===== src/rtl/klp32_pkg.sv =====
// Shared KLP32 front-end types and constants.
package klp32_pkg;

  localparam int XLEN = 32;
  localparam logic [XLEN-1:0] INST_NOP = 32'h0000_0013;
  localparam logic [XLEN-1:0] PC_STEP  = 32'd4;

  typedef struct packed {
    logic [XLEN-1:0] pc;
    logic [XLEN-1:0] inst;
  } fetch_entry_t;

endpackage


===== src/rtl/fetch_fifo.sv =====
// Synchronous FIFO with flush; DEPTH must be a power of two so pointers wrap naturally.
module fetch_fifo #(
  parameter int WIDTH = 32,
  parameter int DEPTH = 4
) (
  input  logic                     clk_i,
  input  logic                     rst_ni,
  input  logic                     flush_i,
  input  logic                     push_i,
  input  logic [WIDTH-1:0]         data_i,
  input  logic                     pop_i,
  output logic [WIDTH-1:0]         data_o,
  output logic                     full_o,
  output logic                     empty_o,
  output logic [$clog2(DEPTH):0]   count_o
);

  localparam int AW = $clog2(DEPTH);

  logic [WIDTH-1:0] mem_q [DEPTH];
  logic [AW-1:0]    wr_ptr_q, wr_ptr_d;
  logic [AW-1:0]    rd_ptr_q, rd_ptr_d;
  logic [AW:0]      count_q, count_d;
  logic             do_push, do_pop;

  assign full_o  = (count_q == (AW+1)'(DEPTH));
  assign empty_o = (count_q == '0);
  assign count_o = count_q;
  assign data_o  = mem_q[rd_ptr_q];

  // A full FIFO still accepts a push when the head leaves in the same cycle.
  assign do_push = push_i && (!full_o || pop_i);
  assign do_pop  = pop_i && !empty_o;

  always_comb begin
    wr_ptr_d = wr_ptr_q;
    rd_ptr_d = rd_ptr_q;
    count_d  = count_q;
    if (flush_i) begin
      wr_ptr_d = '0;
      rd_ptr_d = '0;
      count_d  = '0;
    end else begin
      if (do_push) wr_ptr_d = wr_ptr_q + AW'(1);
      if (do_pop)  rd_ptr_d = rd_ptr_q + AW'(1);
      case ({do_push, do_pop})
        2'b10:   count_d = count_q + (AW+1)'(1);
        2'b01:   count_d = count_q - (AW+1)'(1);
        default: count_d = count_q;
      endcase
    end
  end

  always_ff @(posedge clk_i or negedge rst_ni) begin
    if (!rst_ni) begin
      wr_ptr_q <= '0;
      rd_ptr_q <= '0;
      count_q  <= '0;
    end else begin
      wr_ptr_q <= wr_ptr_d;
      rd_ptr_q <= rd_ptr_d;
      count_q  <= count_d;
    end
  end

  always_ff @(posedge clk_i) begin
    if (do_push && !flush_i) mem_q[wr_ptr_q] <= data_i;
  end

endmodule


===== src/rtl/fetch_prefetch_unit.sv =====
// KLP32 fetch front end: credit-limited sequential prefetch into an in-order queue,
// with redirect flush and discard of stale in-flight imem responses.
module fetch_prefetch_unit
  import klp32_pkg::*;
#(
  parameter logic [31:0] RESET_PC        = 32'h0000_0000,
  parameter int          DEPTH           = 4,
  parameter int          MAX_OUTSTANDING = 4
) (
  input  logic        clk,
  input  logic        reset,
  input  logic        i_pc_sel,
  input  logic [31:0] i_alu_in,
  output logic        o_imem_req_valid,
  input  logic        i_imem_req_ready,
  output logic [31:0] o_imem_addr,
  input  logic        i_imem_resp_valid,
  input  logic [31:0] i_imem_resp_data,
  output logic        o_fetch_valid,
  input  logic        i_fetch_ready,
  output logic [31:0] o_fetch_inst,
  output logic [31:0] o_fetch_pc,
  output logic [31:0] o_fetch_pc_inc
);

  localparam int CW = $clog2(DEPTH) + 1;

  logic [XLEN-1:0] fetch_pc_q, fetch_pc_d;
  logic [CW-1:0]   outstanding_q, outstanding_d;
  logic [CW-1:0]   discard_q, discard_d;

  logic [CW-1:0]   q_count, pend_count, live, resp_dec;
  logic [CW:0]     credit_sum;
  logic            q_empty, q_full, pend_empty, pend_full;
  logic            req_acc, resp_drop, q_push, q_pop;
  logic [XLEN-1:0] pend_pc;
  fetch_entry_t    q_head, q_in;
  logic            unused_sigs;

  assign live       = outstanding_q - discard_q;
  assign credit_sum = {1'b0, q_count} + {1'b0, live};

  // Gated by the reset pin so no request is ever presented while reset is held.
  assign o_imem_req_valid = reset && !i_pc_sel
                          && (credit_sum < (CW+1)'(DEPTH))
                          && (outstanding_q < CW'(MAX_OUTSTANDING));
  assign o_imem_addr      = fetch_pc_q;

  assign req_acc   = o_imem_req_valid && i_imem_req_ready;
  assign resp_drop = i_imem_resp_valid && (i_pc_sel || (discard_q != '0));
  assign q_push    = i_imem_resp_valid && !resp_drop;
  assign q_pop     = o_fetch_valid && i_fetch_ready;
  assign resp_dec  = CW'(i_imem_resp_valid);

  assign q_in.pc   = pend_pc;
  assign q_in.inst = i_imem_resp_data;

  always_comb begin
    fetch_pc_d    = fetch_pc_q;
    outstanding_d = outstanding_q;
    discard_d     = discard_q;
    if (i_pc_sel) begin
      fetch_pc_d    = {i_alu_in[31:2], 2'b00};
      outstanding_d = outstanding_q - resp_dec;
      discard_d     = outstanding_q - resp_dec;
    end else begin
      if (req_acc) fetch_pc_d = fetch_pc_q + PC_STEP;
      outstanding_d = outstanding_q + CW'(req_acc) - resp_dec;
      if (i_imem_resp_valid && (discard_q != '0)) discard_d = discard_q - CW'(1);
    end
  end

  always_ff @(posedge clk or negedge reset) begin
    if (!reset) begin
      fetch_pc_q    <= RESET_PC;
      outstanding_q <= '0;
      discard_q     <= '0;
    end else begin
      fetch_pc_q    <= fetch_pc_d;
      outstanding_q <= outstanding_d;
      discard_q     <= discard_d;
    end
  end

  // Pending PCs are flushed on redirect; discarded responses never pop it.
  fetch_fifo #(.WIDTH(XLEN), .DEPTH(DEPTH)) u_pend_fifo (
    .clk_i   (clk),
    .rst_ni  (reset),
    .flush_i (i_pc_sel),
    .push_i  (req_acc),
    .data_i  (fetch_pc_q),
    .pop_i   (q_push),
    .data_o  (pend_pc),
    .full_o  (pend_full),
    .empty_o (pend_empty),
    .count_o (pend_count)
  );

  fetch_fifo #(.WIDTH($bits(fetch_entry_t)), .DEPTH(DEPTH)) u_inst_fifo (
    .clk_i   (clk),
    .rst_ni  (reset),
    .flush_i (i_pc_sel),
    .push_i  (q_push),
    .data_i  (q_in),
    .pop_i   (q_pop),
    .data_o  (q_head),
    .full_o  (q_full),
    .empty_o (q_empty),
    .count_o (q_count)
  );

  assign o_fetch_valid  = !q_empty;
  assign o_fetch_inst   = q_empty ? INST_NOP : q_head.inst;
  assign o_fetch_pc     = q_empty ? '0 : q_head.pc;
  assign o_fetch_pc_inc = q_empty ? '0 : q_head.pc + PC_STEP;

  assign unused_sigs = &{1'b0, pend_full, pend_empty, pend_count, q_full, i_alu_in[1:0]};

  resp_needs_request: assert property (@(posedge clk) disable iff (!reset)
    i_imem_resp_valid |-> (outstanding_q != '0));

endmodule


===== config.mk =====
export PLATFORM = sky130hd
export DESIGN_NAME = fetch_prefetch_unit
export DESIGN_NICKNAME = d
export VERILOG_FILES = /design/src/rtl/klp32_pkg.sv /design/src/rtl/fetch_fifo.sv /design/src/rtl/fetch_prefetch_unit.sv
export SDC_FILE = /design/constraint.sdc
export NUM_CORES = 1
export LEC_CHECK = 0
export CAP_MARGIN = 10
export CORE_ASPECT_RATIO = 1.1
export CORE_MARGIN = 2
export CORE_UTILIZATION = 35
export DETAILED_ROUTE_END_ITERATION = 10
export GPL_TIMING_DRIVEN = 0
export PLACE_DENSITY = 0.65
export SLEW_MARGIN = 5
export SYNTH_ARGS = -nofsm -noshare
export SYNTH_HDL_FRONTEND = slang
export SYNTH_SLANG_ARGS = --single-unit

===== constraint.sdc =====
create_clock -name clk -period 10 [get_ports clk]
set_input_delay 2 -clock clk [delete_from_list [all_inputs] [get_ports clk]]
set_output_delay 2 -clock clk [all_outputs]
set_load 0.02 [all_outputs]

# --- Word level (Yosys, flattened, before mapping) ---
# Memory sizes are Yosys's and may differ from the RTL's.
# Cells that the tools add are included.
op_classes:
  n_addsub: 16
  order_cmp: 2
  n_eq_ne: 6
  mux: 24
  reduce_logical: 34
op_table:
  columns: ["op", "count"]
  rows:
  - ["$mux 32", 5]
  - ["$add 32x3->32 const B", 2]
  - ["$mux 2", 8]
  - ["$mux 3", 5]
  - ["$logic_and 1x1->1", 14]
  - ["$pmux 3 s2", 2]
  - ["$reduce_bool 2->1", 6]
  - ["$reduce_bool 3->1", 3]
  - ["$sub 3x1->3 const B", 3]
  - ["$add 2x1->2 const B", 4]
  - ["$add 3x1->3 const B", 2]
  - ["$eq 3x3->1 const B", 2]
  - ["$logic_not 1->1", 6]
  - ["$logic_not 3->1", 2]
  - ["$sub 3x1->3", 2]
  - ["$add 3x3->4", 1]
  - ["$eq 2x1->1 const B", 2]
  - ["$eq 2x2->1 const B", 2]
  - ["$lt 4x3->1 const B", 1]
  - ["$mux 1", 4]
  - ["$add 3x1->3", 1]
  - ["$logic_or 1x1->1", 3]
  - ["$lt 3x3->1 const B", 1]
  - ["$sub 3x3->3", 1]
totals:
  register_bits: 52
  mem_bits_rw: 384
  inputBits: 70
  out_inout_bits: 130
  word_cells: 93
  mem_count: 2
memory_table:
  columns: ["name", "depth", "width", "read_ports", "rd_clocked_by_memory_dff", "wr", "line", "source"]
  rows:
  - ["u_inst_fifo.mem_q", 4, 64, 1, 0, 1, "fetch_fifo.sv:20", "logic [WIDTH-1:0] mem_q [DEPTH];"]
  - ["u_pend_fifo.mem_q", 4, 32, 1, 0, 1, "fetch_fifo.sv:20", null]

# --- Depth between registers and ports, before layout ---
logic_depth:
  depth_word: 10
  depth_mapped: 19
  mapped_depth_nobuf: 17

# --- Modules after synthesis ---
# Synthesis repeated with hierarchy kept, for this count alone.
hier_totals:
  hier_cells: 1091
  hier_area_um2: 18413.9
by_module_without_submodules:
  columns: ["mod", "n_inst", "cells_each", "area_each_um2", "seq_area_each_um2"]
  rows:
  - ["fetch_fifo at u_inst_fifo", 1, 397, 9764.4, 7862.5]
  - ["fetch_fifo at u_pend_fifo", 1, 229, 5176.2, 4018.9]
  - ["fetch_prefetch_unit", 1, 465, 3473.3, 900.9]

# --- Least setup slack after synthesis ---
# OpenSTA, ideal clock, no wires.
synth_path:
  path_kind: "input-to-reg"
  startpoint: "input i_pc_sel"
  endpoint: "memory u_inst_fifo.mem_q[0][0] (netlist bit) (enable)"
  setup_time_ns: 0.426
  arrival_time_ns: 4.513
  required_ns: 9.574
  path_slack_ns: 5.060
  stages: 4
  path_buffers: 1
  path_cell_list: "clkbuf_1 or3b_2 a31oi_1 and2_1"
synth_via:
  elab_chain_cells: 8
  elab_cells_between_ends: 9
  cone_classes: "mux: 2; reduce/logical: 7"
synth_lines:
  columns: ["item", "line", "source"]
  rows:
  - ["from (decl)", "fetch_prefetch_unit.sv:12", "input logic i_pc_sel,"]
  - ["$logic_or 1x1->1", "fetch_prefetch_unit.sv:50", "assign resp_drop = i_imem_resp_valid && (i_pc_sel || (discard_q != '0));"]
  - ["$logic_and 1x1->1", "fetch_prefetch_unit.sv:50", null]
  - ["$logic_not 1->1", "fetch_prefetch_unit.sv:51", "assign q_push = i_imem_resp_valid && !resp_drop;"]
  - ["$logic_and 1x1->1", "fetch_prefetch_unit.sv:51", null]
  - ["$logic_and 1x1->1", "fetch_fifo.sv:32", "assign do_push = push_i && (!full_o || pop_i);"]
  - ["$logic_and 1x1->1 (*)", "fetch_fifo.sv:67", "if (do_push && !flush_i) mem_q[wr_ptr_q] <= data_i;"]
  - ["$mux 1 (*)", "fetch_fifo.sv:67", null]
  - ["$mux 1 (not written as such) (*)", "fetch_fifo.sv:67", null]
  - ["to (decl)", "fetch_fifo.sv:20", null]
# Every way passes the cells marked *; elsewhere a longest branch is shown, timed or not.

# --- Worst setup path after layout ---
layout_path:
  startpoint: "register u_inst_fifo.rd_ptr_q[1]"
  endpoint: "output o_fetch_pc_inc[28]"
layout_via:
  elab_chain_cells: 3
layout_lines:
  columns: ["item", "line", "source"]
  rows:
  - ["from (decl)", "fetch_fifo.sv:22", "logic [AW-1:0] rd_ptr_q, rd_ptr_d;"]
  - ["from (signal assigned)", "fetch_fifo.sv:61", "rd_ptr_q <= rd_ptr_d;"]
  - ["$mem_v2 4x64", null, null]
  - ["$add 32x3->32", "fetch_prefetch_unit.sv:115", "assign o_fetch_pc_inc = q_empty ? '0 : q_head.pc + PC_STEP;"]
  - ["$mux 32", "fetch_prefetch_unit.sv:115", null]
  - ["to (decl)", "fetch_prefetch_unit.sv:23", "output logic [31:0] o_fetch_pc_inc"]
# Every way passes these cells.

==> results.tsv <==
metric	value	unit
outcome	completed	
yosys_warnings	0	
die_w	218	um
rsz0062_at_grt	false	
slowest_delay	0.59	ns
synth_compound_area_share	3.94	%
async_reset_ff_share	12.0	%
drive_gt1_share	14.5	%
postLayoutCoreUtil	44.0	%
worstPathRequired	8.00	ns
setup_tns	0	ns
area_delta_synth_final	24.9	%
cts.sinks	418	
whs_path_depth	2	
cts_buffers	44	
cts_max_level	2	
slew_headroom	36.6	%
crit_fanout	10	
end_kind	primary output	
rows	86	
synthMuxAreaShare	12.4	%
start_util	35.3	%
syn_area_per_cell	17.1	sq um
finalCritPeriodShare	62.4	%
finalCriticalPeriod	6.24	ns
clk_pin_slew	0.06	ns
p_sw	1700	uW
power.share.clock	30.2	%
antenna_left	0	
synth-seq-cells	418	
viasPerCell	5.14	
timing.rr.start	outstanding_q[0]	
max_freq	160	MHz
antenna_cells	0	
yosysUniqueCellTypes	57	
holdWs	0.558	ns
grt_pass1_wl	61.8	mm
cp_cell_sequence	buf_4 > buf_2 > mux4_2 > ha_1 > nand4_1 > nor3_2 > and2_2 > nor2b_1 > mux2_2 > clkdlybuf4s50_1	
leakage	0.00725	uW
post_drt_wl_per_cell	20.5	um
post_cts_buffers	0	
cap_violations	0	
worstSetupStartpointType	flip-flop	
clk_latency	0.58	ns
synthSimpleGateAreaFrac	8.34	%
antenna_found_initial	0	
synthFlopType	edfxtp_1	
synth_edf_count	368	
worst_path_max_delay_cell	nor3_2	
cts_tree	yes	
gp_congestion	0.835	
drt_iter0_drc	828	
finClkSkew	0.0241	ns
ios	200	
synthCells	1029	
clk_path_buf_depth	3	
die_y	239	um
coreArea	0.0499	sq mm
peakVddDrop	0.000153	V
grt_max_degree	54	
hold_start	discard_q[1]	
p_int	3800	uW
cts_resized	0	
min-delay-path-class	flip-flop to flip-flop	
setup_viol	0	
synth-seq-area-share	69.9	%
crit_start	u_inst_fifo.rd_ptr_q[1]	
synth_xor_area_share	1.69	%
grt-ovfl-total	0	
synthAdderAreaFrac	1.80	%
hold_buffers	0	
drt-total-wl	40.4	mm
hold_violations	0	
io_buffers	190	
vias	10126	
power_density	250	mW/mm^2
r2r_setup_slack	5.70	ns
arrival	4.24	ns
clk_root_buffer_cell	clkbuf_16	
switching_share	30.9	%
grt_use_total	15.7	%
drcViolationCount	0	
first_pass_iters	5	
final_nets	1369	
power.share.combinational	31.3	%
power.share.sequential	38.5	%
r2r_cells	19	
synth_top_family_by_area	multiplexers	
worstSetupPathType	flip-flop to primary output	
nFillCells	4414	
drv_slew	0	
hpwl	27.0	mm
die_area	0.0521	sq mm
tightest_slew	0.951	ns
grt_pass1_vias	10236	
synth_area	0.0176	sq mm
Yosys cell counts (9+ instances only):
| library cell | number | area, sq um |
|---|---|---|
| dfrtp_1 | 50 | 1250 |
| nand3_1 | 21 | 105 |
| nand2_1 | 64 | 240 |
| o311ai_0 | 13 | 114 |
| nand4_1 | 12 | 75.1 |
| inv_1 | 18 | 67.6 |
| nor2_1 | 55 | 206 |
| a31oi_1 | 12 | 75.1 |
| and3_1 | 9 | 56.3 |
| ha_1 | 19 | 238 |
| clkbuf_1 | 34 | 128 |
| mux4_2 | 80 | 1800 |
| and2_1 | 72 | 450 |
| xnor2_1 | 10 | 87.6 |
| edfxtp_1 | 368 | 11100 |
| mux4_1 | 12 | 315 |
| xor2_1 | 24 | 210 |
| a21oi_1 | 14 | 70.1 |
| o21ai_0 | 37 | 185 |
cell type report:
cell class	count	area (sq um)	area share, %
tap	660	826	3.75
multi-input combinational	542	5000	22.7
clock inverter	21	293	1.33
buffer	56	275	1.25
timing repair buffer	196	2040	9.27
clock buffer	59	1190	5.40
sequential	418	12300	55.9
inverter	18	67.6	0.307
per-layer routing:
metal | track usage [%] | wire length (um) | up-vias
li1 | - | - | 4536
met1 | 21.8 | 18000 | 5164
met5 | 0 | 0 | -
met3 | 3.31 | 2750 | 44
met2 | 25.3 | 19000 | 382
met4 | 3.92 | 659 | 0
cells by family after synthesis:
| kind of cell | Yosys count |
|---|---|
| compound gates | 105 |
| simple gates | 276 |
| flops | 418 |
| other cells | 1 |
| xor+xnor | 34 |
| buf+inv | 74 |
| fa+ha+maj | 23 |
| mux | 98 |
power groups by stage:
stage                     Sequential [uW]  Clock (uW)  Combinational, uW
final                                2120        1660               1720
after CTS                            2120        1710               1750
after detailed placement             2150           0               1740
after floorplan                      2140           0                972
after global routing                 2130        1770               1860
after global placement               2150           0               1720
cell usage in the layout, fill, tap and decap left out, types with 6 or more instances in the layout:
| master | n |
|---|---|
| edfxtp_1 | 368 |
| clkdlybuf4s50_1 | 189 |
| mux4_2 | 80 |
| nand2_1 | 64 |
| and2_1 | 64 |
| nor2_1 | 55 |
| dfrtp_1 | 50 |
| clkbuf_1 | 47 |
| clkbuf_16 | 45 |
| o21ai_0 | 37 |
| xor2_1 | 24 |
| nand3_1 | 21 |
| ha_1 | 19 |
| inv_1 | 18 |
| a21oi_1 | 14 |
| o311ai_0 | 13 |
| nand4_1 | 12 |
| mux4_1 | 12 |
| a31oi_1 | 12 |
| xnor2_1 | 10 |
| and3_1 | 9 |
| nor3_1 | 7 |
| buf_4 | 7 |
| buf_2 | 7 |
| buf_1 | 6 |
| a221o_1 | 6 |
| conb_1 | 6 |
| bufinv_16 | 6 |
registers in the layout (all words and copies together) (netlist names):
name / flops
u_inst_fifo.wr_ptr_q: 2
u_inst_fifo.mem_q: 248
u_pend_fifo.mem_q: 120
u_inst_fifo.count_o: 3
u_inst_fifo.rd_ptr_q: 2
discard_q: 3
u_pend_fifo.rd_ptr_q: 2
u_pend_fifo.count_o: 3
u_pend_fifo.wr_ptr_q: 2
outstanding_q: 3
o_imem_addr: 30
per-stage QoR:
stage,std cells,cell area [sq um],setup slack [ns],power (uW)
3_3_place_gp,1884,20400,2.58,3870
6_report,1970,22000,3.76,5500
4_1_cts,1970,22000,3.66,5570
3_5_place_dp,1890,20500,4.22,3890
5_1_grt,1970,22000,3.55,5770
2_1_floorplan,1034,17600,5.06,3110
worst max-delay path: cells and delay by family, from the launching register on:
family,cells,cell delay [ns]
multiplexers,2,0.69
buffers and inverters,3,1.05
adder cells (fa/ha/maj),1,0.27
AND/OR/NAND/NOR,4,1.33
flip-flops,1,0.32
final timing paths:
| check | end |
|---|---|
| max reg2reg | outstanding_q[2] |
| min in group asynchronous | o_imem_addr[24] |
| min reg2reg | discard_q[1] |
| min | discard_q[1] |
| max | o_fetch_pc_inc[28] |
| max in group asynchronous | u_inst_fifo.wr_ptr_q[1] |
Note: power is estimated with default switching activity, not from simulation.
==> patch, RTL diff (config.mk and constraints unchanged) <==
`DEPTH` is set to 4 in 2 places; all go to 2.
--- a/src/rtl/fetch_fifo.sv
+++ b/src/rtl/fetch_fifo.sv
@@ -1,7 +1,7 @@
 // Synchronous FIFO with flush; DEPTH must be a power of two so pointers wrap naturally.
 module fetch_fifo #(
   parameter int WIDTH = 32,
-  parameter int DEPTH = 4
+  parameter int DEPTH = 2
 ) (
   input  logic                     clk_i,
   input  logic                     rst_ni,
--- a/src/rtl/fetch_prefetch_unit.sv
+++ b/src/rtl/fetch_prefetch_unit.sv
@@ -4,7 +4,7 @@
   import klp32_pkg::*;
 #(
   parameter logic [31:0] RESET_PC        = 32'h0000_0000,
-  parameter int          DEPTH           = 4,
+  parameter int          DEPTH           = 2,
   parameter int          MAX_OUTSTANDING = 4
 ) (
   input  logic        clk,
Formal check against the unedited RTL: not equivalent (a bounded check fails within 4 cycles, from zero or initial values and one cycle with reset low).
==> patch against the original RTL <==
Register-to-register slack improved by 2000 ps; utilization increased by 8.6 points; largest cell class unchanged; via count decreased by 72%; power decreased by 80%; cell area decreased by 70%; sequential share of layout area decreased by 12 points; sequential cell count decreased by 316; highest routed layer unchanged; clock skew decreased by 20 ps; synthesized area decreased by 75%; worst hold slack got worse by 100 ps; worst setup slack improved by 2000 ps; routed wire length decreased by 79%; critical path depth decreased by 5.
==> patch: results <==
{
  "status": "finished, final reports clean",
  "ys_top_cells_by_area": "edfxtp_1 (43%), dfrtp_1 (21%), buf_4 (12%)",
  "reg2reg_setup_slack_ps": 7690,
  "drt_iter0_drc": 36,
  "vdd_drop_max_mv": 0.0701,
  "synth_ff_type": "edfxtp_1",
  "globalRouteTotalUtil": 0.128,
  "synth_cell_types": 28,
  "yosys-top-cells-count": "buf_4 (71), edfxtp_1 (64), dfrtp_1 (38)",
  "crit_start": "u_inst_fifo.count_o[0]$_DFFE_PN0P_",
  "swShare": 0.267,
  "largest_reg_flops": 64,
  "drt-pass1-iter-count": 4,
  "tightest_slew_ps": 784,
  "gp_congestion": 0.665,
  "finalCritPeriodShare": 0.419,
  "htreeDepth": 3,
  "via_count": 2827,
  "cp-endpoint": "o_fetch_inst[4]",
  "r2r-end": "u_inst_fifo.mem_q[1][16]$_DFFE_PP_",
  "rr_worst_depth": 7,
  "pre_cts_ws_ps": 5670,
  "wl_met1_um": 3350,
  "cpPeakStageDelay_ps": 610,
  "finalClockSkew_ps": 4.34,
  "drive_above_1_share": 0.251,
  "wl_met2_um": 4080,
  "cp_slowest_cell": "clkdlybuf4s50_1",
  "synth_edf_count": 64,
  "arrival_ps": 2190,
  "yosysSeqAreaShare": 0.642,
  "reg2reg_from": "discard_q[0]$_DFFE_PN0P_",
  "cts.path.max_buffers": 2,
  "hpwl_um": 6600,
  "fin_nets": 593,
  "grt_pass1_wl_um": 13700,
  "numCtsBuffers": 9
}
[patch: changes by cell type after synthesis, moves of 35 or more]
cell	unedited run	this run
and2_1	72	0
nand2_1	64	4
edfxtp_1	368	64
mux4_2	80	0
o21ai_0	37	2
buf_4	7	71
[patch: power groups by stage]
stage | sequential [W] | clock [W] | combinational, W
floorplan | 0.000527 | 0 | 0.000150
global placement | 0.000513 | 0 | 0.000271
detailed placement | 0.000513 | 0 | 0.000282
CTS | 0.000505 | 0.000347 | 0.000283
global route | 0.000509 | 0.000363 | 0.000303
finish | 0.000505 | 0.000334 | 0.000278
[patch: routing by layer]
metal | global-route usage | vias to the layer above
li1 | - | 1358
met1 | 0.140 | 1300
met2 | 0.219 | 155
met3 | 0.0519 | 14
met4 | 0.0594 | 0
met5 | 0 | -
[patch: final cells by class]
| type | count | area [sq um] |
|---|---|---|
| Fill cell | 1070 | 5940 |
| Inverter | 7 | 26.3 |
| Tap cell | 157 | 196 |
| Clock buffer | 9 | 225 |
| Timing Repair Buffer | 137 | 1370 |
| Clock inverter | 7 | 65.1 |
| Multi-Input combinational cell | 186 | 1250 |
| Sequential cell | 102 | 2870 |
| Buffer | 78 | 587 |
[patch: how the worst min path moves through the flow]
stage                                          start                          to  slack, ps  depth (start not counted)
after floorplan           outstanding_q[1]$_DFF_PN0_  outstanding_q[1]$_DFF_PN0_        430                          1
after global placement    outstanding_q[1]$_DFF_PN0_  outstanding_q[1]$_DFF_PN0_        450                          1
after detailed placement  outstanding_q[1]$_DFF_PN0_  outstanding_q[1]$_DFF_PN0_        460                          1
after CTS                 outstanding_q[1]$_DFF_PN0_  outstanding_q[1]$_DFF_PN0_        470                          1
after global routing      outstanding_q[1]$_DFF_PN0_  outstanding_q[1]$_DFF_PN0_        490                          1
final                     outstanding_q[1]$_DFF_PN0_  outstanding_q[1]$_DFF_PN0_        460                          1
[patch: logic make-up after synthesis]
group	Yosys count	synth area share
DFF	102	0.642
buffers and inverters	85	0.137
muxes	65	0.154
and+or+nand+nor	43	0.0444
AOI/OAI and AO/OA	7	0.0109
xor gates and xnor gates	3	0.00587
adders and majority gates	2	0.00559
other	1	0.000837
[patch: critical path, delay by kind of cell (launching register included)]
family                 cells  cell delay, ps
AND/OR/NAND/NOR            2             370
flip-flops                 1             440
buffers and inverters      3            1050
[patch: stage by stage]
stage	area (sq um)	util	power (W)	instances	hold WS, ps
floorplan	4720	-	0.000677	373	429
global placement	6210	0.495	0.000784	659	449
detailed placement	6310	0.503	0.000795	667	458
CTS	6600	0.526	0.00114	683	468
global route	6600	0.526	0.00117	683	489
finish	6600	0.526	0.00112	683	457
